===== src/rtl/bp_axil_nbf_streamer.sv =====
// AXI-lite write-to-NBF transmitter: each accepted write becomes one NBF packet
// streamed out low flit first; reads return the number of packets emitted.
module bp_axil_nbf_streamer #(
  parameter int          stream_data_width_p = 32,
  parameter int          nbf_opcode_width_p  = 8,
  parameter int          nbf_addr_width_p    = 40,
  parameter int          nbf_data_width_p    = 64,
  parameter int          s_axil_addr_width_p = 32,
  parameter int          s_axil_data_width_p = 64,
  parameter logic [31:0] finish_addr_p       = 32'h0010_0000
) (
  input  logic                             clk_i,
  input  logic                             reset_n_i,
  input  logic [s_axil_addr_width_p-1:0]   s_axil_awaddr_i,
  input  logic [2:0]                       s_axil_awprot_i,
  input  logic                             s_axil_awvalid_i,
  output logic                             s_axil_awready_o,
  input  logic [s_axil_data_width_p-1:0]   s_axil_wdata_i,
  input  logic [s_axil_data_width_p/8-1:0] s_axil_wstrb_i,
  input  logic                             s_axil_wvalid_i,
  output logic                             s_axil_wready_o,
  output logic [1:0]                       s_axil_bresp_o,
  output logic                             s_axil_bvalid_o,
  input  logic                             s_axil_bready_i,
  input  logic [s_axil_addr_width_p-1:0]   s_axil_araddr_i,
  input  logic [2:0]                       s_axil_arprot_i,
  input  logic                             s_axil_arvalid_i,
  output logic                             s_axil_arready_o,
  output logic [s_axil_data_width_p-1:0]   s_axil_rdata_o,
  output logic [1:0]                       s_axil_rresp_o,
  output logic                             s_axil_rvalid_o,
  input  logic                             s_axil_rready_i,
  output logic                             stream_v_o,
  output logic [stream_data_width_p-1:0]   stream_data_o,
  input  logic                             stream_ready_i
);

  localparam int A        = s_axil_addr_width_p;
  localparam int D        = s_axil_data_width_p;
  localparam int S        = s_axil_data_width_p / 8;
  localparam int W        = stream_data_width_p;
  localparam int NbfW     = nbf_opcode_width_p + nbf_addr_width_p + nbf_data_width_p;
  localparam int NumFlits = (NbfW + W - 1) / W;
  localparam int PktW     = NumFlits * W;
  localparam int CntW     = (NumFlits > 1) ? $clog2(NumFlits) : 1;

  typedef enum logic [1:0] {IDLE, SEND, RESP} state_e;

  state_e                state_q, state_d;
  logic                  aw_held_q, aw_held_d, w_held_q, w_held_d;
  logic [A-1:0]          awaddr_q, awaddr_d;
  logic [D-1:0]          wdata_q, wdata_d;
  logic [S-1:0]          wstrb_q, wstrb_d;
  logic [PktW-1:0]       pkt_q, pkt_d;
  logic [CntW-1:0]       flit_cnt_q, flit_cnt_d;
  logic [D-1:0]          pkt_count_q, pkt_count_d;
  logic [1:0]            bresp_q, bresp_d;
  logic                  rvalid_q;
  logic [D-1:0]          rdata_q;
  logic                  aw_hs, w_hs, flit_last;
  logic [A-1:0]          aw_addr_cur;
  logic [D-1:0]          w_data_cur;
  logic [S-1:0]          w_strb_cur;
  logic [PktW:0]         pkt_build;
  logic                  unused_w;

  // Returns {error, padded packet}; error is set for strobes that map to no NBF op.
  function automatic logic [PktW:0] build_pkt(input logic [A-1:0] addr,
                                              input logic [D-1:0] data,
                                              input logic [S-1:0] strb);
    logic [nbf_addr_width_p-1:0]   a_ext;
    logic [nbf_opcode_width_p-1:0] op;
    logic [nbf_addr_width_p-1:0]   pa;
    logic [nbf_data_width_p-1:0]   pd;
    logic                          err;
    a_ext = nbf_addr_width_p'(addr);
    op    = '0;
    pa    = '0;
    pd    = '0;
    err   = 1'b0;
    if (addr == A'(finish_addr_p)) begin
      op = nbf_opcode_width_p'(8'hFF);
    end else if (strb == S'(8'hFF)) begin
      op = nbf_opcode_width_p'(3);
      pa = {a_ext[nbf_addr_width_p-1:3], 3'b000};
      pd = nbf_data_width_p'(data);
    end else if (strb == S'(8'h0F)) begin
      op = nbf_opcode_width_p'(2);
      pa = {a_ext[nbf_addr_width_p-1:3], 3'b000};
      pd = nbf_data_width_p'(data[D/2-1:0]);
    end else if (strb == S'(8'hF0)) begin
      op = nbf_opcode_width_p'(2);
      pa = {a_ext[nbf_addr_width_p-1:3], 3'b100};
      pd = nbf_data_width_p'(data[D-1:D/2]);
    end else begin
      err = 1'b1;
    end
    return {err, PktW'({op, pa, pd})};
  endfunction

  assign unused_w = ^{s_axil_awprot_i, s_axil_arprot_i, s_axil_araddr_i};

  assign s_axil_awready_o = reset_n_i & (state_q == IDLE) & ~aw_held_q;
  assign s_axil_wready_o  = reset_n_i & (state_q == IDLE) & ~w_held_q;
  assign s_axil_arready_o = reset_n_i & ~rvalid_q;
  assign aw_hs            = s_axil_awvalid_i & s_axil_awready_o;
  assign w_hs             = s_axil_wvalid_i & s_axil_wready_o;

  // A channel arriving in the same cycle as its partner is used directly so
  // the packet loads on the completing handshake.
  assign aw_addr_cur = aw_held_q ? awaddr_q : s_axil_awaddr_i;
  assign w_data_cur  = w_held_q  ? wdata_q  : s_axil_wdata_i;
  assign w_strb_cur  = w_held_q  ? wstrb_q  : s_axil_wstrb_i;
  assign pkt_build   = build_pkt(aw_addr_cur, w_data_cur, w_strb_cur);
  assign flit_last   = (flit_cnt_q == CntW'(NumFlits - 1));

  assign stream_v_o      = (state_q == SEND);
  assign stream_data_o   = stream_v_o ? pkt_q[flit_cnt_q*W +: W] : '0;
  assign s_axil_bvalid_o = (state_q == RESP);
  assign s_axil_bresp_o  = bresp_q;
  assign s_axil_rvalid_o = rvalid_q;
  assign s_axil_rdata_o  = rdata_q;
  assign s_axil_rresp_o  = 2'b00;

  always_comb begin
    state_d     = state_q;
    aw_held_d   = aw_held_q;
    w_held_d    = w_held_q;
    awaddr_d    = awaddr_q;
    wdata_d     = wdata_q;
    wstrb_d     = wstrb_q;
    pkt_d       = pkt_q;
    flit_cnt_d  = flit_cnt_q;
    pkt_count_d = pkt_count_q;
    bresp_d     = bresp_q;
    unique case (state_q)
      IDLE: begin
        if (aw_hs) begin
          aw_held_d = 1'b1;
          awaddr_d  = s_axil_awaddr_i;
        end
        if (w_hs) begin
          w_held_d = 1'b1;
          wdata_d  = s_axil_wdata_i;
          wstrb_d  = s_axil_wstrb_i;
        end
        if (aw_held_d && w_held_d) begin
          pkt_d      = pkt_build[PktW-1:0];
          flit_cnt_d = '0;
          if (pkt_build[PktW]) begin
            bresp_d = 2'b10;
            state_d = RESP;
          end else begin
            state_d = SEND;
          end
        end
      end
      SEND: begin
        if (stream_ready_i) begin
          if (flit_last) begin
            flit_cnt_d  = '0;
            pkt_count_d = pkt_count_q + D'(1);
            bresp_d     = 2'b00;
            state_d     = RESP;
          end else begin
            flit_cnt_d = flit_cnt_q + CntW'(1);
          end
        end
      end
      RESP: begin
        if (s_axil_bready_i) begin
          aw_held_d = 1'b0;
          w_held_d  = 1'b0;
          state_d   = IDLE;
        end
      end
      default: state_d = IDLE;
    endcase
  end

  always_ff @(posedge clk_i or negedge reset_n_i) begin
    if (!reset_n_i) begin
      state_q     <= IDLE;
      aw_held_q   <= 1'b0;
      w_held_q    <= 1'b0;
      awaddr_q    <= '0;
      wdata_q     <= '0;
      wstrb_q     <= '0;
      pkt_q       <= '0;
      flit_cnt_q  <= '0;
      pkt_count_q <= '0;
      bresp_q     <= 2'b00;
    end else begin
      state_q     <= state_d;
      aw_held_q   <= aw_held_d;
      w_held_q    <= w_held_d;
      awaddr_q    <= awaddr_d;
      wdata_q     <= wdata_d;
      wstrb_q     <= wstrb_d;
      pkt_q       <= pkt_d;
      flit_cnt_q  <= flit_cnt_d;
      pkt_count_q <= pkt_count_d;
      bresp_q     <= bresp_d;
    end
  end

  // Read side samples the count before any same-cycle increment lands.
  always_ff @(posedge clk_i or negedge reset_n_i) begin
    if (!reset_n_i) begin
      rvalid_q <= 1'b0;
      rdata_q  <= '0;
    end else if (s_axil_arvalid_i && s_axil_arready_o) begin
      rvalid_q <= 1'b1;
      rdata_q  <= pkt_count_q;
    end else if (s_axil_rready_i) begin
      rvalid_q <= 1'b0;
    end
  end

endmodule


===== config.mk =====
export PLATFORM = sky130hd
export DESIGN_NAME = bp_axil_nbf_streamer
export DESIGN_NICKNAME = d
export VERILOG_FILES = /design/src/rtl/bp_axil_nbf_streamer.sv
export SDC_FILE = /design/constraint.sdc
export NUM_CORES = 1
export LEC_CHECK = 0
export ABC_AREA = 1
export BUFFER_PORTS_ARGS = -buffer_cell sky130_fd_sc_hd__buf_2
export CAP_MARGIN = 25
export CORE_UTILIZATION = 58
export CTS_CLUSTER_DIAMETER = 80
export CTS_CLUSTER_SIZE = 25
export DETAILED_ROUTE_END_ITERATION = 8
export PLACE_DENSITY = 0.89
export SYNTH_ARGS = -nofsm -noshare
export SYNTH_HDL_FRONTEND = slang
export SYNTH_SLANG_ARGS = --single-unit

===== constraint.sdc =====
create_clock -name clk_i -period 2.3 [get_ports clk_i]
set_input_delay 0.115 -clock clk_i [delete_from_list [all_inputs] [get_ports clk_i]]
set_output_delay 0.115 -clock clk_i [all_outputs]
set_load 0.005 [all_outputs]

======== After elaboration in Yosys (flattened, before gate mapping) ========
Index checks and enable logic that the tools add are counted.
W data, S select, Z words.
word-level totals
  register bits ........................... 353
cells by class
  reduce and logical (&&, ||, !) cells .... 14
  shift operators ......................... 1
  multiplexer cells ....................... 44
  bitwise logic cells ..................... 9
  add/sub/neg operators ................... 2
  eq/ne operators ......................... 12
operators with widths
  kind                     count
  $mux W32                 7
  $mux W64                 3
  $shiftx A128 B8 Y32      1
  $add A64 B1 Y64 const B  1
  $mux W40                 1
  $eq A32 B21 Y1 const B   1
  $mux W2                  15
  $eq A8 B8 Y1 const B     2
  $mux W8                  2
  $mux W1                  11
  $eq A8 B4 Y1 const B     1
  $ne A2 B1 Y1 const B     4
  $pmux W2 S2              2
  $reduce_and A2 Y1        4
  $and A1 B1 Y1            6
  $pmux W2 S3              1
  $reduce_and A3 Y1        2
  $reduce_bool A2 Y1       3
  $reduce_and A5 Y1        1
  $eq A2 B2 Y1 const B     2
  $pmux W1 S2              2
  $reduce_and A4 Y1        1
  $not A1 Y1               3
  $add A2 B1 Y2 const B    1
  4 further kinds          5

======== Depth between registers and ports, before layout ========
Gate-level depths: netlist (run 1).
  depth in word-level cells ............... 9
  depth in mapped cells ................... 15
  depth with buffers taken out ............ 13

======== Least setup slack after synthesis (run 1) ========
Ideal clock, no wire load.
  path type ............................... reg2reg
  start ................................... register state_q[0]
  end ..................................... register pkt_q[16]
  path slack .............................. 469 ps
  data required time ...................... 2183 ps
  path buffers ............................ 2
  data arrival time ....................... 1715 ps
  cell stages (with the launch flop) ...... 11
  cells stage by stage .................... dfrtp_1 -> nor2_4 -> nand2_1 -> nor2_2 -> nand2_2 -> nand2_1 -> nand3_4 -> buf_2 -> buf_1 -> nand2_1 -> nand2_1
between the ends
  cells in the longest elaborated chain, start to end .. 8
  elaborated cells on any way between the ends .. 12
  those cells by class .................... mux: 4; bitwise: 5; reduce/logical: 3
ends and longest elaborated chain
  element                      RTL line  text
  start: declaration           49        state_e state_q, state_d;
  start signal: assignment     194       state_q <= state_d;
  $logic_not A2 Y1             103       assign s_axil_awready_o = reset_n_i & (state_q == IDLE) & ~aw_held_q;
  $and A1 B1 Y1 (2 in a row)   103
  named net s_axil_awready_o   17        output logic s_axil_awready_o,
  $and A1 B1 Y1                106       assign aw_hs = s_axil_awvalid_i & s_axil_awready_o;
  $mux W1                      138       if (aw_hs) begin
  $mux W1                      136       unique case (state_q)
  $logic_and A1 B1 Y1          147       if (aw_held_d && w_held_d) begin
  $reduce_and A2 Y1 (no line)  -
  end signal: assignment       200       pkt_q <= pkt_d;
  end: declaration             54        logic [PktW-1:0] pkt_q, pkt_d;
The timed path passes the listed nets, and every way through them passes these cells. The select of a mux whose other input is x is not followed.
A chain may end at the register's enable or synchronous reset.

======== Final worst setup path (run 1) ========
  start ................................... register state_q[0]
  end ..................................... output port stream_data_o[10]
between the ends
  cells in the longest elaborated chain, start to end .. 2
ends and longest elaborated chain
  element           RTL line  text
  $eq A2 B1 Y1      117       assign stream_v_o = (state_q == SEND);
  $mux W32          118       assign stream_data_o = stream_v_o ? pkt_q[flit_cnt_q*W +: W] : '0;
  end: declaration  34        output logic [stream_data_width_p-1:0] stream_data_o,
No other way between the ends.

==> metrics.md, run 1 <==
| Metric | Value |
|---|---|
| CP cell instances | buf_6 > inv_2 > nor2_4 > buf_6 > inv_2 > nor2_4 > inv_4 > buf_12 > buf_4 > o221ai_1 > buf_2 |
| Yosys warns | 0 |
| Worst Skew | 0.01750 ns |
| Initial antenna violation count | 0 |
| Setup crit start | state_q[0]$_DFFE_PN0P_ |
| RD Place Congestion | 0.9457 |
| Synth-to-layout area growth | 21.06% |
| Synthesized cell area | 17080 sq um |
| Routed WL | 51.48 mm |
| Slowest CP cell | dfrtp_1 |
| # DRC | 0 |
| Via density | 5.787 |
| Status | finished, violations left |
| Asr flop ratio synth | 100.0% |
| Final Hold Fails | 0 |
| Kind of critical path | reg2out |
| Leading cell types by count after synthesis | nand2_1 (717), dfrtp_1 (337), inv_1 (293) |
| Post-route setup slack | -0.1144 ns |
| Clock tree from TritonCTS | built |
| Root Buffer | clkbuf_16 |
| Fill cell count | 2056 |
| Finished Cell Area | 20680 sq um |
| Initial core utilization | 59.18% |
| Max VDD drop | 589.8 uV |
| PortBufs | 214 |
| Final setup fails | 17 |
| Leading area contributor after synthesis | dfrtp_1 |
| Router iterations before antenna repair | 7 |
| Most common cell in the netlist | nand2_1 |
| # clock sinks | 337 |
| CTS max path bufs | 3 |
| Top-area cell type share of the netlist area | 49.38% |
| Crit path DAT | 2.30 ns |
| Setup TNS | -0.8417 ns |
| Synth top area cells | dfrtp_1 (49%), nand2_1 (16%), o21ai_0 (7.6%), inv_1 (6.4%), xor2_1 (2.5%) |
| Element type at the critical path end | output port |
| Final core occ | 71.65% |
| Vias in the first global route | 16082 |
| Iteration-0 DRC Markers | 1915 |
| Layout net count | 2645 |
| Slew Limit Headroom | 43.43% |
| Least-Margin Pin Slew | 0.8486 ns |
| Num CTS Buffers | 17 |
| RSZ-0062 raised after global routing | yes |
| Placed cell areas | 18540 sq um |
| Mean Syn Cell Area | 7.742 sq um |
| Violated checks | negative setup slack |
| Max-cap violation count | 0 |
| Finished Layout Cells | 2879 |
| GRT overflow | 0 |
| R2r startpoint | w_held_q$_DFFE_PN0P_ |
| Crit Path Max Fanout | 5 |
| Clock slew at reported path FFs | 0.11 ns |
| DP Wirelength | 32.28 mm |
| Hold Crit Class | in2reg |
| Seq/Total Area, Yosys | 49.38% |
| Die ar. | 30140 sq um |
| Routed len/inst | 17.88 um |
| Fin crit share | 105.0% |
| Vias post-DR | 16660 |
| Dpl ws | 0.01699 ns |
| Post-synth cell types | 41 |
| EDFF count, synth | 0 |
| Clk Latency, worst-skew pair | 0.52 ns |
| P per Cell Area | 781.1 nW/um^2 |
| Die width | 173.6 um |
| Slowest stage delay, CP | 0.43 ns |
| Max Transition Viols Final | 0 |
| Cell family with the largest share of critical-path delay | buffers and inverters |
| Share of cells above drive strength 1 | 15.15% |
| Leakage | 10.66 nW |
| Global-route wire length before repair | 80.63 mm |
| Post-Syn Instances | 2206 |
| Fmax | 414.2 MHz |
| ANT cells | 0 |
| Final min period | 2.414 ns |
| Gr usage total | 33.40% |
| Worst path required time | 2.18 ns |
| Type of origin of the critical path | register |
| Antenna Nets Post-Route | 0 |
| CTS HTree Levels | 1 |
| Post-Place Cells | 2733 |
| Largest net degree at the start of global routing | 144 |
| Main synth FF type | dfrtp_1 |
| FP Rows | 62 |
| Core Box Area | 28860 sq um |
| Chip Height | 173.6 um |
| Crit path buf inv count | 8 |
| Worst hold path startpoint | s_axil_wvalid_i |
| Top Ports | 256 |
| Synth Register Bits | 337 |
registers in the layout, summed over array words and instances (netlist names), 2 cells and up:
register        flops
state_q             2
pkt_count_q        64
wdata_q            64
s_axil_rdata_o     64
awaddr_q           32
wstrb_q             8
flit_cnt_q          2
pkt_q              97
worst register-to-register path, stage by stage (launching register included):
cell and delay, ns:
dfrtp_2 0.41, buf_6 0.22, nand2_1 0.12, o21ai_1 0.17
nand2_1 0.11, nor2_1 0.14, nand2_1 0.08, nor3_2 0.20
buf_12 0.24, nand3_1 0.15, nand2_1 0.13, nand2_1 0.08
nand2_1 0.10
logic make-up after synthesis:
group	Yosys count	share of synthesized area [%]
compound gates	362	11.84
xor+xnor	50	2.564
fa+ha+maj	2	0.1465
buf+inv	411	9.575
flops	337	49.38
mux	17	1.121
other cells	1	0.02196
simple gates	1026	25.36
what timing repair did:
action	CTS	global route
hold buffers	108	0
cloned	2	3
setup buffers	4	7
resized for setup	36	39
endpoints found under the setup margin	34	109
pin swaps	1	5
hold endpoints to repair	141	0
path summary, 6_finish.rpt:
check	cells after the start	slack [ns]	end
min in group asynchronous	3	0.32	pkt_q[18]$_DFFE_PN0P_
min reg2reg	2	0.48	pkt_count_q[62]$_DFFE_PN0P_
max in group asynchronous	4	0.79	pkt_count_q[57]$_DFFE_PN0P_
max reg2reg	12	0.09	pkt_q[1]$_DFFE_PN0P_
max	11	-0.11	stream_data_o[10]
min	5	0.08	w_held_q$_DFFE_PN0P_
layout make-up:
cell class              instances  area (sq um)  area share [%]
clock buffers                  19         442.9           2.142
multi-input cells            1461          7303           35.32
flip-flops and latches        337          8438           40.81
inverters                     299          1136           5.495
well taps                     384         480.5           2.324
clock inverters                 2         16.27         0.07867
repair buffers                377          2859           13.83
cell usage in the layout, fill, tap and decap left out, drive strengths merged, types with 5 or more instances in the layout:
master	n
clkbuf	22
o31ai	28
nor2	124
nand3	85
inv	298
a21oi	5
o21ai	266
dlygate4sd3	108
o221ai	8
mux2	17
o211ai	32
dfrtp	337
nand3b	5
nand2	723
nand4	52
buf	266
xor2	49
nor3	33
o22ai	22
routing by layer:
layer  wire, um  GRT usage, %  vias up  part of all wire (%)
met2      25030         56.96      957                    49
li1           -             -     7562                     -
met4       2929         15.57        0                   5.7
met5          0             0        -                     0
met3       4032         4.079      238                   7.8
met1      19490         42.66     7903                    38
power by group:
part           switching, mW  internal [mW]  total (mW)
sequential             0.757           7.25        8.01
clock                   1.91           1.39        3.30
combinational           3.18           1.66        4.85
total                   5.85           10.3        16.2
through the flow:
| step | power (mW) | hold slack (ns) |
|---|---|---|
| after floorplan | 10.83 | -0.1806 |
| after global placement | 11.93 | 0.2745 |
| after detailed placement | 12.19 | 0.2727 |
| after CTS | 15.69 | 0.07729 |
| after global routing | 16.98 | 0.1134 |
| final | 16.15 | 0.08481 |
Power figures use the tool's default switching activity.
==> run 2: changes to the inputs <==
- ABC_AREA: 1 -> not set
- CORE_UTILIZATION: 58 -> 57
- GPL_TIMING_DRIVEN: not set -> 0
- PLACE_DENSITY: 0.89 -> 0.88
- REMOVE_ABC_BUFFERS: not set -> 1
==> run 2 against run 1 <==
  * The flow still finishes with violations (negative setup slack)
  * Flip-flop and latch count is the same
  * Non-clock buffer count grew 52
  * First-iteration DRC count shrank 33%
  * Total power grew 8.6%
  * Wire length shrank 3.7%
  * Design area shrank 0.62%
==> metrics.md, run 2 <==
| Metric | Value |
|---|---|
| Status | finished, violations left |
| Type of origin of the critical path | register |
| Complex-gate fraction of the synthesized area | 7.733% (-4.1 points) |
| Most common cell in the netlist | dfrtp_1 |
| Vias in the first global route | 13003 (-19%) |
| Max VDD drop | 726.4 uV (+23%) |
| Largest family of logic cells by synthesized area | multiplexers |
| Worst Skew | 0.02290 ns (+0.005408 ns) |
| Fin crit share | 105.4% (+0.41 points) |
| Core Box Area | 26880 sq um (-6.9%) |
| Reg-to-reg critical path endpoint | pkt_q[28]$_DFFE_PN0P_ |
| Yosys warns | 0 (unchanged) |
| Worst path required time | 2.69 ns (+0.51 ns) |
| CTS HTree Levels | 1 (unchanged) |
| Post-Synth Adder-Cell Area | 0.1604% (+0.014 points) |
| Crit Path Max Fanout | 8 (+3) |
| Die ar. | 28030 sq um (-7.0%) |
| Setup TNS | -2.263 ns (-1.422 ns) |
| FP Rows | 60 (-3.2%) |
| Smallest hold slack | 0.2524 ns (+0.1676 ns) |
| Synth top area cells | dfrtp_1 (54%), mux2_2 (13%), mux2i_1 (6.5%), nand2_1 (3.7%), nor2_1 (2.3%) |
| Synth-to-layout area growth | 31.73% |
| Layout net count | 1874 (-29%) |
| Slowest CP cell | dfrtp_1 |
| Share of cells above drive strength 1 | 36.83% (+22 points) |
| Largest net degree at the start of global routing | 70 (-51%) |
| Initial core utilization | 58.04% (-1.1 points) |
| Routed len/inst | 23.94 um (+34%) |
| Slew Limit Headroom | 39.89% (-3.5 points) |
| Asr flop ratio synth | 100.0% (unchanged) |
| Least-Margin Pin Slew | 0.9017 ns (+0.05314 ns) |
| GRT overflow | 0 (unchanged) |
| EDFF count, synth | 0 (unchanged) |
| Crit path DAT | 2.81 ns (+0.51 ns) |
| Clock slew at reported path FFs | 0.11 ns (about the same) |
| Die width | 167.4 um (-3.6%) |
| Clock tree from TritonCTS | built |
| RSZ-0062 raised after global routing | yes |
| Kind of critical path | reg2reg |
| RD Place Congestion | 0.8196 (-13%) |
| Top-area cell type share of the netlist area | 54.07% (+4.7 points) |
| R2R setup slack | -0.12 ns (-0.21 ns) |
| Top Ports | 256 (unchanged) |
| Max reg flops | 97 (unchanged) |
| Seq/Total Area, Yosys | 54.07% (+4.7 points) |
| Worst reg2reg path depth | 8 (-4) |
| Antenna Nets Post-Route | 0 (unchanged) |
| Clk Latency, worst-skew pair | 0.53 ns (about the same) |
| Max-cap violation count | 0 (unchanged) |
| Violated checks | negative setup slack |
| Hold Crit Class | in2async |
| Post-synth cell types | 52 (+27%) |
| Final Hold Fails | 0 (unchanged) |
| Most flop-heavy register | pkt_q |
| Most common cell after layout, fill and taps aside | dfrtp_1 |
| Global-route wire length before repair | 72.08 mm (-11%) |
| Most frequent cells in the layout | dfrtp_1 (319), buf_2 (213), mux2_2 (178) |
| PortBufs | 214 (unchanged) |
| Main synth FF type | dfrtp_1 |
| Via density | 6.256 (+8.1%) |
| Mux contribution to synthesized area | 19.69% (+19 points) |
| Post-Syn Instances | 1352 (-39%) |
| Synth Register Bits | 337 (unchanged) |
| Synthesized cell area | 15600 sq um (-8.7%) |
| Chip Height | 167.4 um (-3.6%) |
| Vias post-DR | 12949 (-22%) |
| Final min period | 2.424 ns (+0.009479 ns) |
| XOR/XNOR share of the synthesized area | 3.586% (+1.0 points) |
| Final setup fails | 47 (+30) |
| Iteration-0 DRC Markers | 1278 (-33%) |
| Leakage | 9.778 nW (-8.2%) |
| Leading cell types by count after synthesis | dfrtp_1 (337), mux2_2 (178), nand2_1 (153) |
| DP Wirelength | 24.81 mm (-23%) |
| P per Cell Area | 853.9 nW/um^2 (+9.3%) |
| Num CTS Buffers | 17 (unchanged) |
| # DRC | 0 (unchanged) |
| Fmax | 412.6 MHz (-0.39%) |
| Routed WL | 49.57 mm (-3.7%) |
| Element type at the critical path end | register |
| Initial antenna violation count | 2 (+2) |
| CP cell instances | nor4_4 > nand3_1 > o21ai_1 > nand4b_1 > buf_4 > buf_6 > or3b_4 > o221ai_1 |
| Leading area contributor after synthesis | dfrtp_1 |
| Root Buffer | clkbuf_16 |
| # clock sinks | 337 (unchanged) |
| Router iterations before antenna repair | 5 (-2) |
| R2r startpoint | awaddr_q[7]$_DFFE_PN0P_ |
| Slowest stage delay, CP | 0.46 ns (+0.03 ns) |
| Post-route setup slack | -0.1238 ns (-0.009479 ns) |
| Gr usage total | 33.11% (-0.30 points) |
| Mean Syn Cell Area | 11.54 sq um (+49%) |
| Max Transition Viols Final | 0 (unchanged) |
| Synth Area in Simple Gates | 12.17% (-13 points) |
| CTS max path bufs | 3 (unchanged) |
[run 2: changes by cell type in the layout (fill, tap and decap cells not counted), sizes merged, moves of 37 or more]
cell,before,now
nand2,723,156
inv,298,13
o21ai,266,30
mux2,17,178
mux2i,0,102
nand3,85,20
buf,266,306
xnor2,1,38
[run 2: per-layer routing]
metal | routed length, um | up-vias | global-route usage, %
met2 | 24690 | 722 | 57.81
met5 | 0 | - | 0
met1 | 18830 | 6530 | 41.39
li1 | - | 5554 | -
met3 | 4039 | 143 | 5.483
met4 | 2008 | 0 | 12.29
[run 2: where the power goes]
part / leakage (nW) / switching, mW / internal (mW) / total (mW)
logic: 5.12 / 3.31 / 3.05 / 6.35
clock network: 0.230 / 1.95 / 1.41 / 3.36
registers: 4.43 / 0.804 / 7.02 / 7.83
total: 9.78 / 6.06 / 11.5 / 17.5
[run 2: final cells by class]
class | instances | area [sq um]
inverter | 12 | 47.55
antenna | 2 | 5.005
tap | 341 | 426.7
clock inverter | 2 | 13.76
fill | 1646 | 6329
sequential | 337 | 8461
multi-input combinational | 925 | 7481
clock buffer | 22 | 454.2
timing repair buffer | 429 | 3659
[run 2: what timing repair did]
action,4_1_cts,5_1_grt
gates cloned,15,4
buffers inserted,24,40
hold endpoints to repair,378,0
setup endpoints to repair,281,189
gates resized for setup,75,85
hold buffers,122,0
pin swaps,15,37
[run 2: worst max-delay path, delay by kind of cell (launching register included)]
| family | cells | cell delay (ns) |
|---|---|---|
| buffers and inverters | 2 | 0.33 |
| AND/OR/NAND/NOR | 4 | 1.13 |
| flip-flops | 1 | 0.46 |
| AO/OA/AOI/OAI | 2 | 0.35 |
[run 2: worst max path at each step]
stage / startpoint / end / slack, ns / cells past startpoint
after CTS: w_held_q$_DFFE_PN0P_ / pkt_q[67]$_DFFE_PN0P_ / -0.08 / 7
after global routing: awaddr_q[7]$_DFFE_PN0P_ / pkt_q[28]$_DFFE_PN0P_ / -0.17 / 8
after detailed placement: reset_n_i / pkt_q[10]$_DFFE_PN0P_ / -2.21 / 9
after floorplan: w_held_q$_DFFE_PN0P_ / pkt_q[105]$_DFFE_PN0P_ / -4.77 / 4
final: awaddr_q[7]$_DFFE_PN0P_ / pkt_q[28]$_DFFE_PN0P_ / -0.12 / 8
after global placement: reset_n_i / pkt_q[105]$_DFFE_PN0P_ / -11.93 / 5
[run 2: cell families after synthesis]
group | Yosys count
AND/OR/NAND/NOR | 392
flip-flops | 337
multiplexers | 282
AO/OA/AOI/OAI | 174
buffers and inverters | 101
XOR/XNOR | 63
adder cells (fa/ha/maj) | 2
other | 1
[run 2: metrics by stage]
| stage | std cells | cell area, sq um | utilization (%) | setup slack, ns | power (mW) |
|---|---|---|---|---|---|
| after detailed placement | 1840 | 17160 | 63.84 | -2.207 | 12.34 |
| final | 2070 | 20550 | 76.45 | -0.1238 | 17.55 |
| after floorplan | 1265 | 15250 | - | -4.773 | 10.81 |
| after global routing | 2070 | 20550 | 76.45 | -0.1668 | 18.16 |
| after global placement | 1820 | 16750 | 62.31 | -11.93 | 11.49 |
| after CTS | 2025 | 19820 | 73.74 | -0.08500 | 16.68 |
